$ cat src/rtl/spatz_boot_seq_pkg.sv
// Shared types for the cluster boot sequencer: FSM state encoding and the
// boot-control address computation.
package spatz_boot_seq_pkg;

  typedef enum logic [2:0] {
    IDLE,
    WAIT,
    REQ,
    RSP,
    WAKE,
    DONE,
    ERROR
  } boot_state_e;

  // Result is taken modulo 2^64; callers truncate to their address width.
  function automatic logic [63:0] boot_ctrl_addr(
    input logic [63:0] base,
    input logic [63:0] stride,
    input logic [63:0] offset,
    input logic [31:0] idx
  );
    return base + stride * {32'b0, idx} + offset;
  endfunction

endpackage

$ cat src/rtl/spatz_cluster_boot_sequencer_counter.sv
// Free-running up counter with synchronous clear; used for the settle delay
// and for timing the wake pulse.
module spatz_cluster_boot_sequencer_counter #(
  parameter int unsigned Width = 8
) (
  input  logic             clk_i,
  input  logic             rst_ni,
  input  logic             clear_i,
  input  logic             en_i,
  output logic [Width-1:0] q_o
);

  logic [Width-1:0] r_cnt;

  always_ff @(posedge clk_i or negedge rst_ni) begin
    if (!rst_ni) begin
      r_cnt <= '0;
    end else if (clear_i) begin
      r_cnt <= '0;
    end else if (en_i) begin
      r_cnt <= r_cnt + Width'(1);
    end
  end

  assign q_o = r_cnt;

endmodule

$ cat src/rtl/spatz_cluster_boot_sequencer.sv
// Boot sequencer: after a settle delay writes the entry point into every
// cluster's boot-control register over reqrsp, retries on error, then wakes cores.
module spatz_cluster_boot_sequencer
  import spatz_boot_seq_pkg::*;
#(
  parameter int unsigned NumClusters     = 1,
  parameter int unsigned NumCores        = 2,
  parameter int unsigned AddrWidth       = 48,
  parameter int unsigned DataWidth       = 64,
  parameter logic [63:0] PeriStartAddr   = 64'h0,
  parameter logic [63:0] BootCtrlOffset  = 64'h0,
  parameter logic [63:0] ClusterStride   = 64'h40000,
  parameter int unsigned WaitCycles      = 1000,
  parameter int unsigned MaxRetries      = 2,
  parameter int unsigned WakePulseCycles = 1,
  parameter bit          PerClusterWake  = 1'b0,
  parameter bit          AutoStart       = 1'b1
) (
  input  logic                                      clk_i,
  input  logic                                      rst_ni,
  input  logic                                      start_i,
  input  logic [31:0]                               entry_point_i,
  output logic [AddrWidth-1:0]                      q_addr_o,
  output logic [DataWidth-1:0]                      q_data_o,
  output logic [DataWidth/8-1:0]                    q_strb_o,
  output logic                                      q_write_o,
  output logic                                      q_valid_o,
  input  logic                                      q_ready_i,
  input  logic                                      p_valid_i,
  input  logic                                      p_error_i,
  output logic                                      p_ready_o,
  output logic [NumClusters*NumCores-1:0]           debug_req_o,
  output logic                                      busy_o,
  output logic                                      done_o,
  output logic                                      error_o,
  output logic [($clog2(NumClusters) | 1)-1:0]      failed_idx_o
);

  localparam int unsigned IdxW    = $clog2(NumClusters) | 1;
  localparam int unsigned NumDbg  = NumClusters * NumCores;
  localparam int unsigned CntMax  = (WaitCycles > WakePulseCycles) ? WaitCycles : WakePulseCycles;
  localparam int unsigned CntW    = $clog2(CntMax + 1) + 1;
  localparam int unsigned RetryW  = $clog2(MaxRetries + 1) + 1;
  localparam logic [CntW-1:0] WaitLast = CntW'(WaitCycles - 1);
  localparam logic [CntW-1:0] WakeLast = CntW'(WakePulseCycles - 1);

  boot_state_e         r_state, w_state_next;
  logic [31:0]         r_entry, w_entry_next;
  logic [IdxW-1:0]     r_idx, w_idx_next;
  logic [RetryW-1:0]   r_retry, w_retry_next;
  logic                r_done, w_done_next;
  logic                r_error, w_error_next;
  logic [IdxW-1:0]     r_failed_idx, w_failed_idx_next;
  logic                r_auto, w_auto_next;

  logic [CntW-1:0]     w_cnt;
  logic                w_cnt_clear;
  logic                w_last;
  logic                w_start;
  logic [IdxW-1:0]     w_idx_inc;
  logic [AddrWidth-1:0] w_addr;
  logic [NumDbg-1:0]   w_cluster_mask;

  assign w_last    = (r_idx == IdxW'(NumClusters - 1));
  assign w_idx_inc = r_idx + IdxW'(1);
  assign w_addr    = AddrWidth'(boot_ctrl_addr(PeriStartAddr, ClusterStride, BootCtrlOffset, 32'(r_idx)));

  for (genvar gi = 0; gi < NumClusters; gi++) begin : g_wake_mask
    assign w_cluster_mask[gi*NumCores +: NumCores] = {NumCores{r_idx == IdxW'(gi)}};
  end

  // Any state change restarts the shared timer, so WAIT and WAKE both count from zero.
  assign w_cnt_clear = (w_state_next != r_state);

  spatz_cluster_boot_sequencer_counter #(
    .Width (CntW)
  ) i_timer (
    .clk_i   (clk_i),
    .rst_ni  (rst_ni),
    .clear_i (w_cnt_clear),
    .en_i    (1'b1),
    .q_o     (w_cnt)
  );

  always_comb begin
    w_state_next      = r_state;
    w_entry_next      = r_entry;
    w_idx_next        = r_idx;
    w_retry_next      = r_retry;
    w_done_next       = r_done;
    w_error_next      = r_error;
    w_failed_idx_next = r_failed_idx;
    w_auto_next       = r_auto;
    w_start           = 1'b0;
    q_valid_o         = 1'b0;
    p_ready_o         = 1'b0;
    debug_req_o       = '0;

    case (r_state)
      IDLE:        w_start = start_i | r_auto;
      DONE, ERROR: w_start = start_i;
      WAIT: begin
        if (w_cnt == WaitLast) w_state_next = REQ;
      end
      REQ: begin
        q_valid_o = 1'b1;
        if (q_ready_i) w_state_next = RSP;
      end
      RSP: begin
        p_ready_o = 1'b1;
        if (p_valid_i) begin
          if (!p_error_i) begin
            w_retry_next = '0;
            if (PerClusterWake || w_last) begin
              w_state_next = WAKE;
            end else begin
              w_idx_next   = w_idx_inc;
              w_state_next = REQ;
            end
          end else if (r_retry < RetryW'(MaxRetries)) begin
            w_retry_next = r_retry + RetryW'(1);
            w_state_next = REQ;
          end else begin
            w_error_next      = 1'b1;
            w_failed_idx_next = r_idx;
            w_state_next      = ERROR;
          end
        end
      end
      WAKE: begin
        debug_req_o = PerClusterWake ? w_cluster_mask : '1;
        if (w_cnt == WakeLast) begin
          if (PerClusterWake && !w_last) begin
            w_idx_next   = w_idx_inc;
            w_state_next = REQ;
          end else begin
            w_done_next  = 1'b1;
            w_state_next = DONE;
          end
        end
      end
      default: w_state_next = IDLE;
    endcase

    if (w_start) begin
      w_entry_next      = entry_point_i;
      w_idx_next        = '0;
      w_retry_next      = '0;
      w_done_next       = 1'b0;
      w_error_next      = 1'b0;
      w_failed_idx_next = '0;
      w_auto_next       = 1'b0;
      w_state_next      = (WaitCycles == 0) ? REQ : WAIT;
    end
  end

  always_ff @(posedge clk_i or negedge rst_ni) begin
    if (!rst_ni) begin
      r_state      <= IDLE;
      r_entry      <= '0;
      r_idx        <= '0;
      r_retry      <= '0;
      r_done       <= 1'b0;
      r_error      <= 1'b0;
      r_failed_idx <= '0;
      r_auto       <= AutoStart;
    end else begin
      r_state      <= w_state_next;
      r_entry      <= w_entry_next;
      r_idx        <= w_idx_next;
      r_retry      <= w_retry_next;
      r_done       <= w_done_next;
      r_error      <= w_error_next;
      r_failed_idx <= w_failed_idx_next;
      r_auto       <= w_auto_next;
    end
  end

  assign q_addr_o     = (r_state == REQ) ? w_addr : '0;
  assign q_data_o     = (r_state == REQ) ? DataWidth'(r_entry) : '0;
  assign q_strb_o     = (r_state == REQ) ? '1 : '0;
  assign q_write_o    = (r_state == REQ);
  assign busy_o       = (r_state == WAIT) || (r_state == REQ) || (r_state == RSP) || (r_state == WAKE);
  assign done_o       = r_done;
  assign error_o      = r_error;
  assign failed_idx_o = r_failed_idx;

endmodule

$ cat config.mk
export PLATFORM = sky130hd
export DESIGN_NAME = spatz_cluster_boot_sequencer
export DESIGN_NICKNAME = d
export VERILOG_FILES = /design/src/rtl/spatz_boot_seq_pkg.sv /design/src/rtl/spatz_cluster_boot_sequencer_counter.sv /design/src/rtl/spatz_cluster_boot_sequencer.sv
export SDC_FILE = /design/constraint.sdc
export NUM_CORES = 1
export LEC_CHECK = 0
export BUFFER_PORTS_ARGS = -buffer_cell sky130_fd_sc_hd__buf_2
export CORE_MARGIN = 2
export CORE_UTILIZATION = 50
export DETAILED_ROUTE_END_ITERATION = 8
export PLACE_DENSITY = 0.89
export SLEW_MARGIN = 30
export SYNTH_ARGS = -nofsm -noshare
export SYNTH_HDL_FRONTEND = slang
export SYNTH_SLANG_ARGS = --single-unit
$ cat constraint.sdc
create_clock -name clk_i -period 5.16 [get_ports clk_i]
set_clock_uncertainty 0.2 [all_clocks]
set_input_delay 0.516 -clock clk_i [delete_from_list [all_inputs] [get_ports clk_i]]
set_output_delay 0.516 -clock clk_i [all_outputs]
set_load 0.01 [all_outputs]
# Yosys cells after proc, flatten, opt, wreduce, memory -nomap -nowiden
# Cells that the tools add are included.
# word_totals
reg_bits,54
out_inout_bits,129
# op_classes
addsub,3
magnitude_cmp,1
n_eq_ne,11
muxes,40
bitwise_logic,1
n_reduce_logical,16
# op_table
operator,n
2-to-1 mux 3 bit,13
2-to-1 mux 32 bit,1
2-to-1 mux 1 bit,20
2-to-1 mux 19 bit,1
one-hot mux 3 bit (5 select lines),1
adder 11 x 1 -> 11 bit (second input constant),1
== test 11 x 10 -> 1 bit (second input constant),1
logical NOT 11 bit,1
2-to-1 mux 11 bit,1
nonzero test 2 bit,5
== test 3 bit (second input constant),3
2-to-1 mux 8 bit,1
== test 3 x 2 -> 1 bit (second input constant),2
AND reduction 3 bit,2
AND reduction 4 bit,1
adder 3 x 1 -> 3 bit (second input constant),1
== test 3 x 1 -> 1 bit (second input constant),1
logical NOT 3 bit,1
logical OR 1 bit,3
< comparator 3 x 2 -> 1 bit (second input constant),1
!= test 3 x 1 -> 1 bit (second input constant),1
!= test 3 bit,1
OR reduction 3 bit,1
2-to-1 mux 2 bit,1
7 further kinds,7

# Depth between registers and ports, before layout
# Gate-level depths: netlist of the first run.
# depth
ltp_word,8
mapped_depth,7
mapped_depth_nobuf,6

# Cells and area by module
# Synthesis of the first run repeated with hierarchy kept, for this count alone.
# unflattened
hier_cells,327
hier_area_um2,3409.5
# by_module_without_submodules
mod,n_inst,cells_each,area_per_inst_um2,seq_area_each_um2
spatz_cluster_boot_sequencer,1,273,2852.7,1027.2
spatz_cluster_boot_sequencer_counter,1,54,556.8,275.3

# Least setup slack after synthesis of the first run
# No wires, ideal clock.
# synth_path
path_type,reg-to-output
start,reg r_state[0]
end,out q_data_o[22]
arrival_ps,1479
setup_slack_ps,2965
path_stages_with_launch,5
path_cell_list,dfrtp_1 -> buf_4 -> nor2_1 -> clkbuf_1 -> and2_1
# synth_between
elab_chain_cells,2
# synth_lines
element,line,rtl
start: declaration,spatz_cluster_boot_sequencer.sv:47,"boot_state_e r_state, w_state_next;"
start signal: assignment,spatz_cluster_boot_sequencer.sv:168,r_state <= w_state_next;
== test 3 x 2 -> 1 bit,spatz_cluster_boot_sequencer.sv:180,assign q_data_o = (r_state == REQ) ? DataWidth'(r_entry) : '0;
2-to-1 mux 32 bit,spatz_cluster_boot_sequencer.sv:180,
end: declaration,spatz_cluster_boot_sequencer.sv:24,"output logic [DataWidth-1:0] q_data_o,"
# Every way passes these cells.

# Final worst setup path of the first run
# layout_path
start,reg r_state[2]
end,out q_data_o[18]
# Same word-level chain as after synthesis.

==> results of run 1 <==
==> worst register-to-register path, cell delays in order (launching register included) <==
cell	delay [ps]
dfrtp_1	690
xor2_1	290
o211ai_4	120
buf_4	300
or4_4	700
a211oi_1	250
==> path summary, 6_finish.rpt <==
check,cells after the start,startpoint,end,slack [ps]
max reg2reg,5,r_state[0]$_DFF_PN0_,i_timer.q_o[7]$_DFF_PN0_,2530
min in group clk_i,2,entry_point_i[2],r_entry[2]$_DFFE_PN0N_,250
min,1,rst_ni,i_timer.q_o[9]$_DFF_PN0_,50
max,4,r_state[2]$_DFF_PN0_,q_data_o[18],2350
max in group asynchronous,1,rst_ni,r_entry[22]$_DFFE_PN0N_,4280
min reg2reg,2,r_auto$_DFFE_PN1N_,r_auto$_DFFE_PN1N_,250
==> registers in the layout, indices dropped and copies added, names as in the netlist <==
| signal | cells |
|---|---|
| done_o | 1 |
| error_o | 1 |
| i_timer.q_o | 11 |
| r_auto | 1 |
| r_entry | 32 |
| r_retry | 3 |
| r_state | 3 |
==> where the power goes <==
part | internal (mW) | switching (mW) | total, mW
Combinational | 0.253 | 0.222 | 0.475
Sequential | 0.571 | 0.112 | 0.683
Clock | 0.120 | 0.125 | 0.244
==> area by class of cell <==
| cell class | instances | area (sq um) |
|---|---|---|
| Multi-Input combinational cell | 240 | 1590 |
| Inverter | 9 | 33.8 |
| Clock buffer | 7 | 96.3 |
| Timing Repair Buffer | 86 | 435 |
| Sequential cell | 52 | 1300 |
| Fill cell | 566 | 2870 |
| Tap cell | 77 | 96.3 |
==> cell families after synthesis <==
family | share of synthesized area (%)
compound gates | 7.87
xor+xnor | 2.87
fa+ha+maj | 1.42
buf+inv | 23.6
flops | 38.8
mux | 10.7
other cells | 0.112
simple gates | 14.5
==> synthesized netlist by cell type, types with 2 or more instances <==
library cell | count | share of area, %
o21ai_0 | 5 | 0.75
xnor2_1 | 8 | 2.1
inv_1 | 9 | 1.0
a21oi_1 | 4 | 0.60
or2b_1 | 2 | 0.45
nand3_1 | 4 | 0.60
buf_4 | 95 | 21
dfrtp_1 | 51 | 38
xor2_1 | 3 | 0.78
nor2_1 | 15 | 1.7
a211oi_2 | 10 | 3.7
nor3b_1 | 4 | 0.89
or3_1 | 2 | 0.37
nand2_1 | 5 | 0.56
ha_1 | 3 | 1.1
and2_1 | 32 | 6.0
clkbuf_1 | 4 | 0.45
nor3_1 | 4 | 0.60
mux2_2 | 32 | 11
buf_2 | 4 | 0.60
nand2b_1 | 4 | 0.75
or4_4 | 2 | 0.67
nor4_1 | 3 | 0.56
a31oi_1 | 2 | 0.37
a211oi_1 | 2 | 0.45
==> routing by layer <==
metal	track usage, %	up-vias
li1	-	1042
met1	18.7	1112
met2	29.7	112
met3	3.27	4
met4	4.91	0
met5	0	-
==> stage by stage <==
| step | area [sq um] | utilization [%] | hold WS, ps | instances |
|---|---|---|---|---|
| 6_report | 3550 | 55.3 | 49.6 | 471 |
| 5_1_grt | 3550 | 55.3 | 90.4 | 471 |
| 4_1_cts | 3550 | 55.3 | 66.1 | 471 |
| 3_5_place_dp | 3450 | 53.8 | 240 | 464 |
| 3_3_place_gp | 3430 | 53.5 | 231 | 464 |
| 2_1_floorplan | 3660 | - | 20.4 | 405 |
==> metrics.cfg, run 1 <==
[die]
dieWidth_um=85.9
core_area_sq_um=6420
placementRows=29
start_util_pct=52.3
die_y_um=85.9
die_area_sq_um=7380
boundaryPins=167

[clocking]
cts_tree=done
clockBufferDepth=2
cts_made_buffers=5
post_cts_resized=0
cts-root-buf=clkbuf_8
h-tree-depth=2
post_cts_buffers=0
ctsHoldBuffers=0
path_clk_slew_ps=90
clk_latency_ps=300
cts.sinks=52

[grt]
grt_pass1_vias=2160
grt_pass1_wl_um=9640
antenna_found_initial=0
grt_remaining_overflow=0
grt_usage_pct=16.1
grt_max_degree=53

[power]
power.total_mw=1.40
p_per_area_nw_per_um2=395
power.leakage_nw=1.84
vdd_ir_drop_max_mv=0.199

[synth]
synth-async-reset-ratio_pct=100
synthCells=325
yosysUniqueCellTypes=41
yosys_warnings=0
synth_area_sq_um=3360
ys.flop_type=dfrtp_1
ys_ff_latch=52
yosysSeqAreaShare_pct=38.8
synth.avg_cell_area_sq_um=10.3
synth_edf_count=0

[min_path]
worst_hold_path_type=in2async

[setup_path]
end_kind=output port
worst_path_max_delay_cell=nor2_4
path_buf_inv=1
path_max_fanout=42
worstPathArrival_ps=2090
critPathKind=reg2out
required_ps=4440
startpoint_type=flip-flop
critPathTopFamily=simple AND/OR/NAND/NOR gates
critPathMaxStageDelay_ps=590
path_cells=nand2b_1 > nor2_4 > and2_1 > buf_2

[place]
dp_slack_ps=2540
dp_hpwl_um=4440
io_buffers=85
gp_congestion=0.878

[sta]
tightest_slew_ps=730
tns_ps=0
setup_ws_ps=2350
period_share_pct=54.4
slew_headroom_pct=51.2
rsz0062_at_grt=no
finalHoldViolCount=0
final_max_slew_viol_count=0
period_needed_ps=2810
setup_violations=0
fmax_ghz=0.356

[cells_and_area]
drive_gt1_share_pct=36.3
final_common_cell=buf_2
num-nets-final=435
antenna_cells=0
mostFrequentLayoutCells=buf_2 (84), conb_1 (81), dfrtp_1 (51)
syn_to_final_growth_pct=5.78

[drt]
antenna_left=0
met2_length_um=3200
dr.max_layer_used=met4
route.detailed.drc=0
drt_iter0_markers=96
drt-met1-wl_um=2400
dr.pass1.iters=4
wl_met3_um=431
routed_wl_um=6080
wl_per_cell_um=12.9
num_vias=2270
vias_per_cell=4.82

[job]
cap_violations=0

[run_status]
status=finished, final reports clean

Note: power is estimated with default switching activity, not from simulation.
==> inputs of run 2 (changes only) <==
- ABC_AREA: unset -> 1
- CORE_UTILIZATION: 50 -> 46
- PLACE_DENSITY: 0.89 -> 0.84
- clock period: 5.16 -> 2.6 ns (I/O delays scaled with it)
==> run 2 against run 1 <==
Net effect: global-route usage is 0.45 points higher; worst setup slack lost 2100 ps; first-iteration DRC count increased by 51%; power up 84%; die area up 5.3%; synthesized area down 2.9%; routed wire length up 6.3%; sequential share of layout area shrank 2.4 points; via count up 14%; largest cell class is now sequential cells; final area is 6.9% higher; sequential cell count unchanged.
==> metrics.cfg, run 2 <==
[run_status]
status=finished, final reports clean

[place]
dp_slack_ps=462  ; -2080 ps
io_buffers=85  ; unchanged
dp_hpwl_um=4410  ; -0.71%
gp_congestion=0.817  ; -7.0%

[grt]
grt_usage_pct=16.6  ; +0.45 points
grt_remaining_overflow=0  ; unchanged
grt_pass1_vias=2351  ; +8.8%
grt_pass1_wl_um=10200  ; +5.9%
grt_max_degree=69  ; +30%
antenna_found_initial=0  ; unchanged

[sta]
rsz0062_at_grt=no
setup_violations=0  ; unchanged
fmax_ghz=0.429
tns_ps=0  ; unchanged
tightest_slew_ps=557  ; -173 ps
period_share_pct=89.6
final_max_slew_viol_count=0  ; unchanged
finalHoldViolCount=0  ; unchanged
setup_ws_ps=269  ; -2080 ps
hold_ws_ps=38.7  ; -10.9 ps
period_needed_ps=2330
slew_headroom_pct=62.8  ; +12 points

[synth]
netlist_top_cells_count=buf_4 (92), nand2_1 (57), dfrtp_1 (51), nor2_1 (51), inv_1 (50)
yosysSeqAreaShare_pct=40.0  ; +1.1 points
yosysUniqueCellTypes=30  ; -27%
synth_top_area_share_pct=39.2  ; +1.1 points
synth_area_sq_um=3260  ; -2.9%
yosys.area.top_type=dfrtp_1
synthCells=406  ; +25%
synth_edf_count=0  ; unchanged
yosysMostFrequentCell=buf_4
synth_top_cells_by_area=dfrtp_1 (39%), buf_4 (21%), nand2_1 (6.6%)
synth-async-reset-ratio_pct=100  ; unchanged
ys.flop_type=dfrtp_1
synth.avg_cell_area_sq_um=8.03  ; -22%
ys_ff_latch=52  ; unchanged
yosys_warnings=0  ; unchanged

[power]
power.leakage_nw=2.10  ; +14%
vdd_ir_drop_max_mv=0.335  ; +68%
p_per_area_nw_per_um2=680  ; +72%

[clocking]
post_cts_resized=0  ; unchanged
cts-root-buf=clkbuf_8
clockBufferDepth=2  ; unchanged
cts_tree=done
h-tree-depth=2  ; unchanged
path_clk_slew_ps=100  ; about the same
cts_made_buffers=5  ; unchanged
cts.sinks=52  ; unchanged
clk_latency_ps=310  ; about the same

[die]
placementRows=30  ; +3.4%
boundaryPins=167  ; unchanged
start_util_pct=47.7  ; -4.5 points
dieWidth_um=88.2  ; +2.6%
die_area_sq_um=7770  ; +5.3%
die_y_um=88.2  ; +2.6%
core_area_sq_um=6830  ; +6.4%

[cells_and_area]
mostFrequentLayoutCells=buf_2 (85), conb_1 (81), nand2_1 (57)
antenna_cells=0  ; unchanged
drive_gt1_share_pct=24.2  ; -12 points
syn_to_final_growth_pct=16.4
multi_input_area_sq_um=1280  ; -19%
seq_area_sq_um=1300  ; unchanged
regMostFlops=r_entry
final_common_cell=buf_2
n_fill_cell=646  ; +14%
num-nets-final=552  ; +27%
largest_register_ffs=32  ; unchanged
fin_util_pct=55.5  ; +0.28 points

[drt]
routed_wl_um=6470  ; +6.3%
route.detailed.drc=0  ; unchanged
dr.pass1.iters=7  ; +3
antenna_left=0  ; unchanged
drt_iter0_markers=145  ; +51%
vias_per_cell=4.24  ; -12%
wl_per_cell_um=10.6  ; -18%
num_vias=2577  ; +14%

[setup_path]
critPathTopFamily=simple AND/OR/NAND/NOR gates
critPathKind=reg2out
end_kind=output port
worstPathArrival_ps=1870  ; -220 ps
worst_path_max_delay_cell=dfrtp_1
path_max_fanout=32  ; -24%
critPathMaxStageDelay_ps=490  ; -100 ps
startpoint_type=flip-flop
path_buf_inv=2  ; +1
required_ps=2140  ; -2300 ps
path_cells=nor3_1 > inv_2 > nor2_1 > buf_2

[job]
cap_violations=0  ; unchanged

[min_path]
worst_hold_path_type=in2reg

[run 2: cell types whose count changed in the layout (fill, tap and decap cells not counted), sizes merged, moves of 30 or more]
| cell | change |
|---|---|
| mux2 | -32 |
| and2 | -32 |
| nor2 | +49 |
| inv | +46 |
| dlygate4sd3 | +33 |
| o21ai | +30 |
| nand2 | +52 |
[run 2: path summary, 6_finish.rpt]
path / from / endpoint / slack (ps) / cells past startpoint
max in group asynchronous: rst_ni / r_auto$_DFFE_PN1N_ / 1500 / 3
max reg2reg: i_timer.q_o[0]$_DFF_PN0_ / i_timer.q_o[4]$_DFF_PN0_ / 570 / 9
min in group asynchronous: rst_ni / r_entry[1]$_DFFE_PN0N_ / 120 / 2
max: r_state[2]$_DFF_PN0_ / q_data_o[31] / 270 / 4
min reg2reg: r_auto$_DFFE_PN1N_ / r_auto$_DFFE_PN1N_ / 280 / 2
min: p_error_i / r_retry[2]$_DFFE_PN0P_ / 40 / 3
[run 2: logic make-up after synthesis]
group,after synthesis,synth area share [%]
buf+inv,158,30.1
simple gates,139,18.8
flops,52,40.0
compound gates,44,7.49
xor+xnor,9,2.42
fa+ha+maj,3,1.15
other cells,1,0.115
[run 2: repair_timing]
item,CTS,global route
setup buffers,0,0
hold buffers,33,0
hold endpoints to repair,83,0
[run 2: per-layer routing]
layer	part of all wire (%)	GRT usage, %	up-vias
li1	-	-	1268
met1	40	20.1	1179
met2	49	28.0	115
met3	8.0	4.05	15
met4	2.8	7.16	0
met5	0	0	-
[run 2: tightest hold or removal path, cell delays in order]
cell and delay [ps]:
buf_2 120, nand3_1 80, a21oi_1 60
[run 2: power breakdown]
part / leakage (nW) / switching [mW] / internal [mW]
clock network: 0.0423 / 0.291 / 0.196
registers: 0.656 / 0.122 / 1.10
logic: 1.40 / 0.553 / 0.316
[run 2: per-stage QoR]
step                      total power [mW]  std cells  instance area (sq um)
final                                 2.58        608                   3790
after global routing                  2.81        608                   3790
after CTS                             2.59        608                   3790
after detailed placement              2.07        567                   3370
after global placement                2.03        567                   3370
after floorplan                       2.00        486                   3560
[run 2: final cells by class]
type                       count  area share (%)
clock inverter                 3           0.692
timing repair buffer         122            21.0
tap                           96            3.17
clock buffer                   5            1.81
sequential                    52            34.3
multi-input combinational    276            33.6
inverter                      54            5.34
==> inputs of run 3 (changes only) <==
- MAX_ROUTING_LAYER: unset -> met4
==> run 3 against run 2 <==
Net effect: global-route usage up 0.52 points; final cell count unchanged; clock power down 0.8%; sequential power about the same; final area unchanged; die area unchanged; largest cell class unchanged; count of clock-buffer cells in the layout unchanged; critical path type unchanged.
==> metrics.cfg, run 3 (synthesis gave the netlist of run 2 again) <==
[place]
gp_congestion=0.829  ; +1.5%
io_buffers=85  ; unchanged
dp_hpwl_um=4410  ; unchanged
dp_slack_ps=462  ; unchanged

[setup_path]
critPathKind=reg2out
required_ps=2140  ; about the same
worstPathArrival_ps=1870  ; about the same
worst_path_max_delay_cell=dfrtp_1
path_cells=nor3_1 > inv_2 > nor2_1 > buf_2
critPathMaxStageDelay_ps=490  ; about the same
path_max_fanout=32  ; unchanged
end_kind=output port
startpoint_type=flip-flop

[die]
die_area_sq_um=7770  ; unchanged
start_util_pct=47.7  ; unchanged
boundaryPins=167  ; unchanged
placementRows=30  ; unchanged
die_y_um=88.2  ; unchanged
dieWidth_um=88.2  ; unchanged
core_area_sq_um=6830  ; unchanged

[cells_and_area]
mostFrequentLayoutCells=buf_2 (85), conb_1 (81), nand2_1 (57)
largest_register_ffs=32  ; unchanged
final_common_cell=buf_2
antenna_cells=0  ; unchanged
n_fill_cell=646  ; unchanged
seq_area_sq_um=1300  ; unchanged
num-nets-final=552  ; unchanged
multi_input_area_sq_um=1280  ; unchanged
drive_gt1_share_pct=24.2  ; unchanged
regMostFlops=r_entry
syn_to_final_growth_pct=16.4  ; unchanged

[clocking]
path_clk_slew_ps=100  ; about the same
cts_tree=done
post_cts_resized=0  ; unchanged
h-tree-depth=2  ; unchanged
cts_made_buffers=5  ; unchanged
cts-root-buf=clkbuf_8
clockBufferDepth=2  ; unchanged
clk_latency_ps=310  ; about the same
ctsHoldBuffers=33  ; unchanged
cts.sinks=52  ; unchanged
post_cts_buffers=0  ; unchanged

[sta]
period_share_pct=89.5  ; -0.12 points
tns_ps=0  ; unchanged
period_needed_ps=2330  ; -3.15 ps
rsz0062_at_grt=no
setup_violations=0  ; unchanged
finalHoldViolCount=0  ; unchanged
fmax_ghz=0.430  ; +0.14%
tightest_slew_ps=553  ; -3.84 ps
final_max_slew_viol_count=0  ; unchanged
setup_ws_ps=272  ; +3.15 ps
slew_headroom_pct=63.1  ; +0.26 points

[grt]
grt_max_degree=69  ; unchanged
grt_usage_pct=17.1  ; +0.52 points
antenna_found_initial=0  ; unchanged
grt_remaining_overflow=0  ; unchanged
grt_pass1_wl_um=10200  ; unchanged
grt_pass1_vias=2354  ; +0.13%

[power]
vdd_ir_drop_max_mv=0.332  ; -0.90%
p_per_area_nw_per_um2=679  ; -0.17%
power.leakage_nw=2.10  ; unchanged

[drt]
vias_per_cell=4.24  ; about the same
route.detailed.drc=0  ; unchanged
dr.pass1.iters=4  ; -3
num_vias=2575  ; -0.078%
routed_wl_um=6460  ; -0.12%
drt_iter0_markers=151  ; +4.1%
wl_per_cell_um=10.6  ; -0.12%
antenna_left=0  ; unchanged

[min_path]
worst_hold_path_type=in2reg

[job]
cap_violations=0  ; unchanged

[run_status]
status=finished, final reports clean

## run 3: cell counts in the layout (fill, tap and decap cells not counted)
Identical to the previous run, type by type.
## run 3: cell type report
class,instances,share of cell area (%)
inverter,54,5.34
tap,96,3.17
sequential,52,34.3
timing repair buffer,122,21.0
multi-input combinational,276,33.6
clock inverter,3,0.692
clock buffer,5,1.81
## run 3: metrics by stage
| stage | total power [mW] | cell area [sq um] | std cells | hold WS (ps) | utilization [%] |
|---|---|---|---|---|---|
| after floorplan | 2.00 | 3560 | 486 | -236 | - |
| after CTS | 2.59 | 3790 | 608 | 32.9 | 55.5 |
| after global routing | 2.81 | 3790 | 608 | 57.5 | 55.5 |
| after global placement | 2.03 | 3370 | 567 | -72.8 | 49.3 |
| final | 2.58 | 3790 | 608 | 40.0 | 55.5 |
| after detailed placement | 2.07 | 3370 | 567 | -70.9 | 49.3 |
## run 3: critical path, delay by kind of cell, from the launching register on
family	cells	cell delay (ps)
buffers and inverters	2	490
flip-flops	1	490
AND/OR/NAND/NOR	2	570
## run 3: metal layers
metal  vias to the layer above  share of wire (%)  track usage (%)
met5                         -                  0                -
li1                       1269                  -                -
met4                         0                2.7             7.16
met2                       118                 49             28.0
met3                        16                8.0             3.68
met1                      1172                 40             20.4
## run 3: final timing paths
path	startpoint	end	slack, ps	depth (start not counted)
min in group asynchronous	rst_ni	r_entry[6]$_DFFE_PN0N_	120	2
min reg2reg	r_auto$_DFFE_PN1N_	r_auto$_DFFE_PN1N_	280	2
max	r_state[2]$_DFF_PN0_	q_data_o[31]	270	4
min	p_error_i	r_retry[2]$_DFFE_PN0P_	40	3
max in group asynchronous	rst_ni	r_auto$_DFFE_PN1N_	1500	3
max reg2reg	i_timer.q_o[0]$_DFF_PN0_	i_timer.q_o[4]$_DFF_PN0_	570	9
## run 3: power breakdown
group / internal (mW) / switching, mW / leakage (nW) / total [mW]
sequential: 1.10 / 0.122 / 0.656 / 1.23
clock: 0.196 / 0.287 / 0.0423 / 0.483
combinational: 0.316 / 0.552 / 1.40 / 0.868
total: 1.62 / 0.961 / 2.10 / 2.58
